`src/rtl/sc_regwrite_pkg.sv`:
```
// Shared definitions for the register-write sequencer: sequencer FSM states
// and the default parameter values used by the register-bank blocks.
package sc_regwrite_pkg;

  localparam int DEF_DATAWIDTH_BUS = 32;
  localparam int DEF_NUMREG        = 8;
  localparam int DEF_ADDRWIDTH     = 3;
  localparam int DEF_FIFO_DEPTH    = 4;

  typedef enum logic [1:0] {
    ST_IDLE   = 2'd0,
    ST_SETUP  = 2'd1,
    ST_STROBE = 2'd2
  } seq_state_e;

endpackage

```
`src/rtl/sc_regwrite_fifo.sv`:
```
// Pending-request FIFO for the register-write sequencer: wrap-around pointers,
// registered occupancy and registered full/empty/ready flags.
module sc_regwrite_fifo #(
  parameter int WIDTH = 35,
  parameter int DEPTH = 4,
  localparam int PTRW = (DEPTH > 1) ? $clog2(DEPTH) : 1,
  localparam int CNTW = $clog2(DEPTH + 1)
) (
  input  logic             clk,
  input  logic             rst,
  input  logic             push,
  input  logic             pop,
  input  logic [WIDTH-1:0] wdata,
  output logic [WIDTH-1:0] rdata,
  output logic             ready,
  output logic             full,
  output logic             empty,
  output logic [CNTW-1:0]  count
);

  logic [WIDTH-1:0] mem_q [DEPTH];
  logic [PTRW-1:0]  wr_ptr_q, wr_ptr_d;
  logic [PTRW-1:0]  rd_ptr_q, rd_ptr_d;
  logic [CNTW-1:0]  count_q, count_d;
  logic             ready_q, ready_d;
  logic             empty_q, empty_d;
  logic             do_push, do_pop;

  // Flags are recomputed from the next occupancy so they come straight from flops.
  always_comb begin
    do_push  = push && ready_q;
    do_pop   = pop && !empty_q;
    wr_ptr_d = wr_ptr_q;
    rd_ptr_d = rd_ptr_q;
    count_d  = count_q;
    if (do_push) begin
      wr_ptr_d = (wr_ptr_q == PTRW'(DEPTH - 1)) ? '0 : wr_ptr_q + 1'b1;
    end
    if (do_pop) begin
      rd_ptr_d = (rd_ptr_q == PTRW'(DEPTH - 1)) ? '0 : rd_ptr_q + 1'b1;
    end
    if (do_push && !do_pop) begin
      count_d = count_q + 1'b1;
    end else if (!do_push && do_pop) begin
      count_d = count_q - 1'b1;
    end
    ready_d = (count_d != CNTW'(DEPTH));
    empty_d = (count_d == '0);
  end

  always_ff @(posedge clk or posedge rst) begin
    if (rst) begin
      wr_ptr_q <= '0;
      rd_ptr_q <= '0;
      count_q  <= '0;
      ready_q  <= 1'b1;
      empty_q  <= 1'b1;
    end else begin
      wr_ptr_q <= wr_ptr_d;
      rd_ptr_q <= rd_ptr_d;
      count_q  <= count_d;
      ready_q  <= ready_d;
      empty_q  <= empty_d;
    end
  end

  always_ff @(posedge clk) begin
    if (do_push) begin
      mem_q[wr_ptr_q] <= wdata;
    end
  end

  assign rdata = mem_q[rd_ptr_q];
  assign ready = ready_q;
  assign full  = !ready_q;
  assign empty = empty_q;
  assign count = count_q;

endmodule

```
`src/rtl/sc_regwrite_sequencer.sv`:
```
// Queues register write requests and replays each one as a SETUP cycle
// (data on the bus) followed by a one-cycle active-low strobe to one register.
module sc_regwrite_sequencer
  import sc_regwrite_pkg::*;
#(
  parameter int DATAWIDTH_BUS = DEF_DATAWIDTH_BUS,
  parameter int NUMREG        = DEF_NUMREG,
  parameter int ADDRWIDTH     = DEF_ADDRWIDTH,
  parameter int FIFO_DEPTH    = DEF_FIFO_DEPTH
) (
  input  logic                     SC_RegWRITESEQ_CLOCK_50,
  input  logic                     SC_RegWRITESEQ_RESET_InHigh,
  input  logic                     SC_RegWRITESEQ_Req_Valid_InHigh,
  input  logic [ADDRWIDTH-1:0]     SC_RegWRITESEQ_Req_Addr_In,
  input  logic [DATAWIDTH_BUS-1:0] SC_RegWRITESEQ_Req_Data_In,
  output logic                     SC_RegWRITESEQ_Req_Ready_OutHigh,
  output logic [NUMREG-1:0]        SC_RegWRITESEQ_Write_OutLow,
  output logic [DATAWIDTH_BUS-1:0] SC_RegWRITESEQ_DataBUS_Out,
  output logic                     SC_RegWRITESEQ_Done_OutHigh,
  output logic                     SC_RegWRITESEQ_Error_OutHigh,
  output logic                     SC_RegWRITESEQ_Busy_OutHigh
);

  localparam int EW   = ADDRWIDTH + DATAWIDTH_BUS;
  localparam int CNTW = $clog2(FIFO_DEPTH + 1);

  logic clk, rst;
  assign clk = SC_RegWRITESEQ_CLOCK_50;
  assign rst = SC_RegWRITESEQ_RESET_InHigh;

  logic                     fifo_push, fifo_pop;
  logic                     fifo_ready, fifo_full, fifo_empty;
  logic [CNTW-1:0]          fifo_count;
  logic [EW-1:0]            fifo_head;
  logic [ADDRWIDTH-1:0]     head_addr;
  logic [DATAWIDTH_BUS-1:0] head_data;

  assign fifo_push              = SC_RegWRITESEQ_Req_Valid_InHigh && !fifo_full;
  assign {head_addr, head_data} = fifo_head;

  sc_regwrite_fifo #(
    .WIDTH (EW),
    .DEPTH (FIFO_DEPTH)
  ) u_fifo (
    .clk   (clk),
    .rst   (rst),
    .push  (fifo_push),
    .pop   (fifo_pop),
    .wdata ({SC_RegWRITESEQ_Req_Addr_In, SC_RegWRITESEQ_Req_Data_In}),
    .rdata (fifo_head),
    .ready (fifo_ready),
    .full  (fifo_full),
    .empty (fifo_empty),
    .count (fifo_count)
  );

  seq_state_e               state_q, state_d;
  logic [ADDRWIDTH-1:0]     addr_q, addr_d;
  logic [DATAWIDTH_BUS-1:0] data_q, data_d;
  logic [NUMREG-1:0]        write_n_q, write_n_d;
  logic                     done_q, done_d;
  logic                     error_q, error_d;
  logic                     busy_q, busy_d;

  // IDLE and STROBE both launch the next request, which gives back-to-back
  // writes every second cycle while the queue stays non-empty.
  always_comb begin
    state_d   = state_q;
    addr_d    = addr_q;
    data_d    = data_q;
    write_n_d = '1;
    done_d    = 1'b0;
    error_d   = 1'b0;
    fifo_pop  = 1'b0;
    case (state_q)
      ST_IDLE, ST_STROBE: begin
        if (!fifo_empty) begin
          state_d  = ST_SETUP;
          fifo_pop = 1'b1;
          addr_d   = head_addr;
          data_d   = head_data;
        end else begin
          state_d = ST_IDLE;
        end
      end
      ST_SETUP: begin
        state_d = ST_STROBE;
        done_d  = 1'b1;
        error_d = (int'(addr_q) >= NUMREG);
        for (int i = 0; i < NUMREG; i++) begin
          if (int'(addr_q) == i) begin
            write_n_d[i] = 1'b0;
          end
        end
      end
      default: state_d = ST_IDLE;
    endcase
    // Busy reflects the occupancy and state that will hold after this edge.
    busy_d = (state_d != ST_IDLE) || fifo_push ||
             (fifo_count > CNTW'(1)) ||
             ((fifo_count == CNTW'(1)) && !fifo_pop);
  end

  always_ff @(posedge clk or posedge rst) begin
    if (rst) begin
      state_q   <= ST_IDLE;
      addr_q    <= '0;
      data_q    <= '0;
      write_n_q <= '1;
      done_q    <= 1'b0;
      error_q   <= 1'b0;
      busy_q    <= 1'b0;
    end else begin
      state_q   <= state_d;
      addr_q    <= addr_d;
      data_q    <= data_d;
      write_n_q <= write_n_d;
      done_q    <= done_d;
      error_q   <= error_d;
      busy_q    <= busy_d;
    end
  end

  assign SC_RegWRITESEQ_Req_Ready_OutHigh = fifo_ready;
  assign SC_RegWRITESEQ_Write_OutLow      = write_n_q;
  assign SC_RegWRITESEQ_DataBUS_Out       = data_q;
  assign SC_RegWRITESEQ_Done_OutHigh      = done_q;
  assign SC_RegWRITESEQ_Error_OutHigh     = error_q;
  assign SC_RegWRITESEQ_Busy_OutHigh      = busy_q;

endmodule
```
`config.mk`:
```
export PLATFORM = sky130hd
export DESIGN_NAME = sc_regwrite_sequencer
export DESIGN_NICKNAME = d
export VERILOG_FILES = /design/src/rtl/sc_regwrite_pkg.sv /design/src/rtl/sc_regwrite_fifo.sv /design/src/rtl/sc_regwrite_sequencer.sv
export SDC_FILE = /design/constraint.sdc
export NUM_CORES = 1
export LEC_CHECK = 0
export BUFFER_PORTS_ARGS = -buffer_cell sky130_fd_sc_hd__buf_2
export CAP_MARGIN = 20
export CORE_ASPECT_RATIO = 0.7
export CORE_MARGIN = 8
export CORE_UTILIZATION = 50
export CTS_CLUSTER_DIAMETER = 120
export CTS_CLUSTER_SIZE = 12
export DETAILED_ROUTE_END_ITERATION = 8
export PLACE_DENSITY = 0.7
export SETUP_SLACK_MARGIN = 0.5
export SLEW_MARGIN = 15
export SYNTH_ARGS = -nofsm -noshare
export SYNTH_HDL_FRONTEND = slang
export SYNTH_SLANG_ARGS = --single-unit
```
`constraint.sdc`:
```
create_clock -name SC_RegWRITESEQ_CLOCK_50 -period 2.8 [get_ports SC_RegWRITESEQ_CLOCK_50]
set_clock_uncertainty 0.05 [all_clocks]
set_input_delay 0 -clock SC_RegWRITESEQ_CLOCK_50 [delete_from_list [all_inputs] [get_ports SC_RegWRITESEQ_CLOCK_50]]
set_output_delay 0 -clock SC_RegWRITESEQ_CLOCK_50 [all_outputs]
set_load 0.01 [all_outputs]
```
# Yosys cells after proc, flatten, opt, wreduce, memory -nomap -nowiden
# Memory sizes are Yosys's and may differ from the RTL's. A register that Yosys moved wholly into a read port is not among the register bits.
# Index checks and enable logic that the tools add are counted.
# totals
register_bits	21
latchBits	0
mem_bits_rw	140
romBits	0
input_bits	38
output_inout_bits	44
n_memories	1
# mem_list
name	words	word_bits	read_ports	rd_clocked_by_memory_dff	wr	line	source
u_fifo.mem_q	4	35	1	1	1	sc_regwrite_fifo.sv:21	logic [WIDTH-1:0] mem_q [DEPTH];
# op_classes
add_sub_neg	4
mul	0
div_mod_pow	0
order_cmp	1
eq_ne	13
shifts	0
mux	20
n_bitwise	1
n_reduce_logical	19
# ops
cell	n
1-bit 2-to-1 mux	14
3-bit equality test, second input constant	4
8-bit 2-to-1 mux	1
2-bit equality test, second input constant	3
3-bit by 1-bit equality test with 1-bit output, second input constant	2
3-bit by 2-bit equality test with 1-bit output, second input constant	2
1-bit logical AND	6
3-bit zero test	2
3-bit 2-to-1 mux	2
2-bit by 1-bit adder with 2-bit output, second input constant	2
1-bit zero test	4
2-bit 2-to-1 mux	2
2-bit one-hot mux with 2 select lines	1
3-bit by 1-bit adder with 3-bit output, second input constant	1
3-bit by 1-bit > comparator with 1-bit output, second input constant	1
1-bit logical OR	3
3-bit != test, second input constant	1
3-bit by 1-bit subtractor with 3-bit output, second input constant	1
2-bit by 1-bit equality test with 1-bit output, second input constant	1
2-bit zero test	1
2-bit AND reduction	1
2-bit nonzero test	1
2-bit OR reduction	1
1-bit NOT	1

# Logic depth before layout (Yosys ltp)
# Gate-level depths: netlist of run 1.
# logic_depth
ltp_word	8
ltp_mapped	5

# Hierarchy
# A second synthesis of run 1 with hierarchy kept.
# hier_totals
cells_unflattened	345
area_unflattened_um2	7324.5
# modules_own_cells
module	n_inst	cells_per_inst	area_per_inst_um2	seq_area_each_um2
sc_regwrite_fifo	1	239	5621.6	4431.8
sc_regwrite_sequencer	1	106	1702.9	1161.1

# Least setup slack after synthesis of run 1
# OpenSTA, ideal clock, no wires.
# synth_timing
kind	register to register
start	register u_fifo.wr_ptr_q[0]
end	memory u_fifo.mem_q[2][0] (enable)
setup_time_ns	0.396
arrival_ns	1.519
slack_ns	0.835
path_stages_with_launch	4
path_buffers	0
cell_sequence	dfrtp_1 inv_1 ha_1 and3_1
# synth_lines
element	line	source
from (decl)	sc_regwrite_fifo.sv:22	logic [PTRW-1:0] wr_ptr_q, wr_ptr_d;
from (signal assigned)	sc_regwrite_fifo.sv:59	wr_ptr_q <= wr_ptr_d;
to (decl)	sc_regwrite_fifo.sv:21	
# No word-level cell before the write port.

==> results of run 1 <==
-- power by group --
| part | total, uW | leakage [uW] | internal [uW] | switching [uW] |
|---|---|---|---|---|
| sequential | 4390 | 0.00191 | 3920 | 469 |
| combinational | 2850 | 0.00121 | 1620 | 1230 |
| clock | 2420 | 0.000290 | 1350 | 1070 |
| total | 9660 | 0.00341 | 6880 | 2770 |
-- stage by stage --
| stage | power, uW | hold WS, ps | cell area, um^2 |
|---|---|---|---|
| final | 9660 | 24.2 | 9020 |
| after global routing | 10200 | 46.9 | 9020 |
| after CTS | 9800 | 20.9 | 9010 |
| after detailed placement | 7330 | -73.9 | 8050 |
| after global placement | 7240 | -78.1 | 8050 |
| after floorplan | 6490 | 48.9 | 7410 |
-- what timing repair did --
action | CTS | global route
hold endpoints to repair | 189 | 0
gates resized for setup | 0 | 0
hold buffers | 37 | 0
-- per-layer routing --
| layer | part of all wire, % | global-route usage (%) | vias up |
|---|---|---|---|
| li1 | - | - | 1600 |
| met1 | 45 | 18.6 | 1823 |
| met2 | 49 | 23.1 | 86 |
| met3 | 5.5 | 5.24 | 5 |
| met4 | 0.44 | 3.63 | 0 |
| met5 | 0 | 0 | - |
-- worst min path at each step --
stage,depth (start not counted),endpoint,start
2_1_floorplan,0,u_fifo.mem_q[0][0]$_DFFE_PP_,SC_RegWRITESEQ_Req_Data_In[0]
3_3_place_gp,2,u_fifo.count[1]$_DFF_PP0_,SC_RegWRITESEQ_RESET_InHigh
3_5_place_dp,2,u_fifo.count[1]$_DFF_PP0_,SC_RegWRITESEQ_RESET_InHigh
4_1_cts,3,u_fifo.count[2]$_DFF_PP0_,SC_RegWRITESEQ_RESET_InHigh
5_1_grt,3,u_fifo.count[0]$_DFF_PP0_,SC_RegWRITESEQ_RESET_InHigh
6_report,3,SC_RegWRITESEQ_DataBUS_Out[13]$_DFFE_PP0N_,SC_RegWRITESEQ_RESET_InHigh
-- cells by family (layout without fill, tap and decap cells) --
kind of cell | count (synthesis) | after routing | share of synthesized area (%)
compound gates | 8 | 8 | 0.827
simple gates | 30 | 30 | 1.94
buf+inv | 18 | 163 | 1.84
mux | 74 | 74 | 18.3
flops | 195 | 195 | 75.4
other cells | 1 | 2 | 0.0506
xor+xnor | 2 | 2 | 0.236
fa+ha+maj | 8 | 8 | 1.35
-- area by class of cell --
type / count / area share [%]
antenna: 1 / 0.0278
tap: 195 / 2.71
multi-input combinational: 123 / 18.8
clock buffer: 17 / 4.72
inverter: 5 / 0.208
sequential: 195 / 62.1
clock inverter: 15 / 1.90
timing repair buffer: 126 / 9.57
-- worst max-delay path: stages, from the launching register on --
cell and delay [ps]:
dfrtp_2 990, mux4_2 430, mux2_4 270
-- sequential cells by signal (all words and copies together), names as in the netlist --
| name | flops |
|---|---|
| u_fifo.empty | 1 |
| addr_q | 3 |
| SC_RegWRITESEQ_Write_OutLow | 8 |
| SC_RegWRITESEQ_DataBUS_Out | 32 |
| SC_RegWRITESEQ_Busy_OutHigh | 1 |
| u_fifo.count | 3 |
| u_fifo.ready | 1 |
| u_fifo.mem_q | 140 |
| SC_RegWRITESEQ_Done_OutHigh | 1 |
| u_fifo.rd_ptr_q | 2 |
| state_q | 1 |
| u_fifo.wr_ptr_q | 2 |
-- placed cells by master, fill, tap and decap left out, types with 2 or more instances in the layout --
cell             n
inv_8            3
mux4_2          28
buf_4            7
mux2_2          10
and3_2           4
nand3_1          3
bufinv_16        2
clkinv_4         2
clkinvlp_4       2
dfrtp_2          2
ha_1             8
inv_1            4
mux4_1           7
clkbuf_16       17
mux2_4          28
edfxtp_1       140
dlygate4sd3_1   37
dfrtp_1         43
nor2_1           5
buf_2           80
nor3_1           2
dfstp_2         10
nor2b_1          5
xnor2_1          2
clkinv_2         2
inv_6            4
buf_12           2
nand2_1          9
==> key figures, run 1 <==
Pwr
  • Leak Pwr: 0.00341 uW
  • PD cells: 1070 nW/um^2
  • IR drop worst, VDD: 0.000549 V

Synthesis
  • Sequential area share after synthesis: 75.4%
  • Synth top area share: 56.7%
  • Mapped Area: 7410 um^2
  • Ys Warns: 0
  • EDFF count, synth: 140
  • Mapped Nets: 382
  • Share of flip-flops with an asynchronous set or reset: 28.2%
  • Synth unique cells: 32
  • Most frequent cell after synthesis: edfxtp_1
  • Synthesized instance count: 336
  • Leading area contributor after synthesis: edfxtp_1
  • Largest cells by area after synthesis: edfxtp_1 57%, dfrtp_1 15%, mux4_2 8.5%
  • Primary FF master, synth: edfxtp_1
  • Post-Syn Area per Cell: 22.1 um^2
  • Number of synthesized register bits: 195
  • Top cells by count, synth: 140 x edfxtp_1, 45 x dfrtp_1, 28 x mux2_4, 28 x mux4_2

Clock tree
  • Clock Tree Buf Depth: 2
  • TritonCTS Buffers: 17
  • Setup Fix Bufs, Post-CTS: 0
  • Clock sinks: 195
  • CTS tree: built
  • Clock root buffer master: clkbuf_16
  • H-tree Lvls: 4
  • Clk_lat worst skew: 430 ps
  • Clk pin slew, worst setup/hold paths: 70 ps

Worst setup path
  • R2R cell count: 2
  • R2R Path End: SC_RegWRITESEQ_DataBUS_Out[24]$_DFFE_PP0N_
  • CP arrival: 2120 ps
  • Critical Path Fanout Max: 37
  • Crit start category: flip-flop
  • RR Startpoint: u_fifo.rd_ptr_q[1]$_DFFE_PP0P_
  • Critical path required time: 3050 ps
  • Worst setup path class: reg -> reg
  • CP Capture Type: flip-flop
  • Reg2Reg Setup Slack: 930 ps
  • CP Capture Point: SC_RegWRITESEQ_DataBUS_Out[24]$_DFFE_PP0N_
  • Worst Setup SP: u_fifo.rd_ptr_q[1]$_DFFE_PP0P_

Timing
  • RSZ-0062 raised after global routing: no
  • Rel. slew slack: 36.8%
  • Final Hold Violating Endpoints: 0
  • Final setup viols: 0
  • Period utilization: 66.9%
  • Fin crit period: 1870 ps
  • Least-Margin Pin Slew: 948 ps
  • Fin worst setup slack: 928 ps
  • Final Slew Violations: 0
  • Fmax: 534 MHz
  • Setup TNS: 0 ps

Layout
  • Final #Nets: 514
  • Multi-input gate area: 1700 um^2
  • Layout cells sized above 1: 42.6%
  • Fillers: 1039
  • Area Overhead vs Synth: 21.6%
  • Register Area: 5600 um^2
  • Fin util: 61.8%
  • Non-Filler Instances: 677

Global route
  • GR Overflow Total: 0
  • Maximum number of pins on one net before global-route repair: 38
  • Initial antenna violation count: 1
  • GR Util All Layers: 14.5%
  • Vias in the first global route: 3868
  • First-pass GRT wire length: 20900 um

Flow run
  • Max-cap violation count: 0

Floorplan
  • CORE AREA: 14600 um^2
  • Initial Util: 50.8%
  • Num rows: 37
  • I/O pins: 82
  • Die area: 19000 um^2
  • Die Ht: 118 um
  • Die width: 162 um

Status
  • Status: complete, no violations

Placement
  • Placed cell count: 607
  • IO Port Bufs: 80
  • HPWL after DPL: 7780 um
  • Final GP Congestion: 0.695
  • DP Worst Slack: 938 ps

Routing
  • Drt via density: 5.19
  • Routed Antenna Nets: 0
  • Initial DRC count: 164
  • Drt pass-1 iters: 5
  • Total Wirelength: 13200 um
  • Wire per inst: 19.5 um
  • Via count: 3514
  • Drt drc: 0

Min path
  • Hold Path Class: in -> async
Power figures use the tool's default switching activity.
==> run 2, diff against run 1 <==
==> constraint.sdc (replaced) <==
create_clock -name SC_RegWRITESEQ_CLOCK_50 -period 1.8 [get_ports SC_RegWRITESEQ_CLOCK_50]
set_clock_uncertainty 0.05 [all_clocks]
set_input_delay 0 -clock SC_RegWRITESEQ_CLOCK_50 [delete_from_list [all_inputs] [get_ports SC_RegWRITESEQ_CLOCK_50]]
set_output_delay 0 -clock SC_RegWRITESEQ_CLOCK_50 [all_outputs]
set_load 0.01 [all_outputs]
==> run 2 against run 1 <==
  * Worst setup slack got worse by 830 ps
  * Global-route usage increased by 2.4 points
  * Core utilization grew 9.1 points
  * Clock power grew 54%
  * Combinational power grew to 2.5 times the previous value
  * Critical path type unchanged
  * Die area did not move
  * Sequential cell count is the same
  * Count of clock-buffer cells in the layout grew 1
==> key figures, run 2 (synthesized netlist as in run 1, its figures left out) <==
Flow run
  • Max-cap violation count: 0 (unchanged)

Min path
  • Hold Path Class: in -> async (unchanged)

Floorplan
  • Die width: 162 um (unchanged)
  • Die area: 19000 um^2 (unchanged)
  • CORE AREA: 14600 um^2 (unchanged)
  • Initial Util: 50.8% (unchanged)
  • I/O pins: 82 (unchanged)
  • Num rows: 37 (unchanged)
  • Die Ht: 118 um (unchanged)

Placement
  • Cell Area, Placed: 8230 um^2 (was 8050 um^2)
  • Placed cell count: 613 (was 607)
  • HPWL after DPL: 8130 um (was 7780 um)
  • Final GP Congestion: 0.721 (was 0.695)
  • IO Port Bufs: 80 (unchanged)

Clock tree
  • CTS tree: built (unchanged)
  • Clk pin slew, worst setup/hold paths: 70 ps (about the same)
  • Clock root buffer master: clkbuf_16 (unchanged)
  • H-tree Lvls: 4 (unchanged)
  • Clk_lat worst skew: 420 ps (was 430 ps)
  • TritonCTS Buffers: 17 (unchanged)
  • Clock sinks: 195 (unchanged)
  • Clock Tree Buf Depth: 2 (unchanged)

Worst setup path
  • Delay-heaviest family, CP: compound AO/OA/AOI/OAI gates (was flip-flops)
  • Worst Setup SP: u_fifo.ready$_DFF_PP1_ (was u_fifo.rd_ptr_q[1]$_DFFE_PP0P_)
  • Crit start category: flip-flop (unchanged)
  • CP arrival: 1990 ps (was 2120 ps)
  • Critical path required time: 2080 ps (was 3050 ps)
  • CP most frequent cell: buf_6
  • CP bufs+invs: 3 (was 0)
  • Critical path, cell by cell: buf_6, buf_6, buf_6, a211oi_4, a22oi_2, xnor2_2, nand2_1 (was mux4_2, mux2_4)
  • RR Startpoint: u_fifo.ready$_DFF_PP1_ (was u_fifo.rd_ptr_q[1]$_DFFE_PP0P_)
  • CP Capture Type: flip-flop (unchanged)
  • Worst setup path class: reg -> reg (unchanged)
  • Critical Path Fanout Max: 4 (was 37)
  • Max stage delay cell, worst path: dfstp_2 (was dfrtp_2)
  • Slowest cell delay on critical path: 400 ps (was 990 ps)

Layout
  • Final Instance Area: 10300 um^2 (was 9020 um^2)
  • Leading cell type in the layout, fill and taps excluded: edfxtp_1 (unchanged)
  • Top reg by flops: u_fifo.mem_q (unchanged)
  • Fin util: 71.0% (was 61.8%)
  • Non-Filler Instances: 741 (was 677)
  • Largest register FFs: 140 (unchanged)
  • Area Overhead vs Synth: 39.6% (was 21.6%)
  • Final #Nets: 580 (was 514)
  • Layout cells sized above 1: 52.7% (was 42.6%)
  • Diodes inserted: 0 (was 1)
  • Fillers: 876 (was 1039)
  • Most frequent cells in the layout: 140 x edfxtp_1, 80 x buf_2, 41 x dfrtp_1 (was 140 x edfxtp_1, 80 x buf_2, 43 x dfrtp_1)

Timing
  • Setup TNS: 0 ps (unchanged)
  • Final Slew Violations: 0 (unchanged)
  • Final Hold Violating Endpoints: 0 (unchanged)
  • Period utilization: 94.8% (was 66.9%)
  • RSZ-0062 raised after global routing: yes (was no)
  • Final setup viols: 0 (unchanged)
  • Fin crit period: 1710 ps (was 1870 ps)
  • Fmax: 586 MHz (was 534 MHz)

Global route
  • Met3 GRT Util: 4.54% (was 5.24%)
  • First-pass GRT wire length: 23600 um (was 20900 um)
  • GR Util met2: 26.7% (was 23.1%)
  • GR Util All Layers: 16.9% (was 14.5%)
  • GRT busiest layer: met2 (unchanged)
  • Maximum number of pins on one net before global-route repair: 40 (was 38)
  • GR Overflow Total: 0 (unchanged)
  • Vias in the first global route: 4229 (was 3868)
  • Initial antenna violation count: 0 (was 1)
  • GRT met1 Usage: 22.2% (was 18.6%)

Routing
  • Drt pass-1 iters: 4 (was 5)
  • Drt drc: 0 (unchanged)
  • Initial DRC count: 185 (was 164)
  • Routed Antenna Nets: 0 (unchanged)
  • Via count: 3857 (was 3514)
  • Total Wirelength: 16500 um (was 13200 um)
  • Drt via density: 5.21 (was 5.19)
  • Wire per inst: 22.2 um (was 19.5 um)

Pwr
  • Total power: 17600 uW (was 9660 uW)
  • IR drop worst, VDD: 0.000782 V (was 0.000549 V)
  • Leak Pwr: 0.00396 uW (was 0.00341 uW)
  • PD cells: 1700 nW/um^2 (was 1070 nW/um^2)

Status
  • Status: complete, no violations (unchanged)
run 2: final timing paths:
kind	to	slack, ps	cells past startpoint
hold / removal	SC_RegWRITESEQ_DataBUS_Out[29]$_DFFE_PP0N_	100	3
max in group asynchronous	u_fifo.empty$_DFF_PP1_	990	4
hold reg to reg	SC_RegWRITESEQ_Done_OutHigh$_DFF_PP0_	430	1
setup reg to reg	u_fifo.ready$_DFF_PP1_	90	7
setup / recovery	u_fifo.ready$_DFF_PP1_	90	7
min in group SC_RegWRITESEQ_CLOCK_50	u_fifo.mem_q[2][29]$_DFFE_PP_	280	2
run 2: area by class of cell:
cell class | count | area [um^2] | share of cell area (%)
sequential | 195 | 5600 | 54.1
tap | 195 | 244 | 2.36
inverter | 5 | 22.5 | 0.218
multi-input combinational | 123 | 1850 | 17.9
clock buffer | 18 | 429 | 4.15
timing repair buffer | 192 | 2050 | 19.8
clock inverter | 13 | 153 | 1.47
run 2: stage by stage:
stage	setup slack [ps]	hold slack, ps
4_1_cts	182	99.3
3_5_place_dp	183	4.86
2_1_floorplan	226	20.4
3_3_place_gp	211	-5.54
5_1_grt	21.9	113
6_report	93.1	99.0
run 2: power breakdown:
part	total, uW	switching [uW]	internal [uW]
clock network	3730	1660	2070
logic	7180	2900	4280
registers	6680	582	6100
total	17600	5140	12400
run 2: worst reg2reg max path: cells and delay by family (launching register included):
| family | cells | cell delay [ps] |
|---|---|---|
| xor+xnor | 1 | 250 |
| compound gates | 2 | 460 |
| buf+inv | 3 | 350 |
| flops | 1 | 400 |
| simple gates | 1 | 120 |
run 2: timing repair:
item	4_1_cts	5_1_grt
hold buffers	37	0
endpoints found under the hold margin	188	0
setup buffers	32	8
endpoints found under the setup margin	183	193
gates resized for setup	46	19
pin swaps	8	5
gates cloned	11	9
run 2: per-layer routing:
layer  part of all wire [%]  up-vias
li1                       -     1737
met1                     43     1984
met2                     49      123
met3                    6.9       13
met4                    1.2        0
met5                      0        -
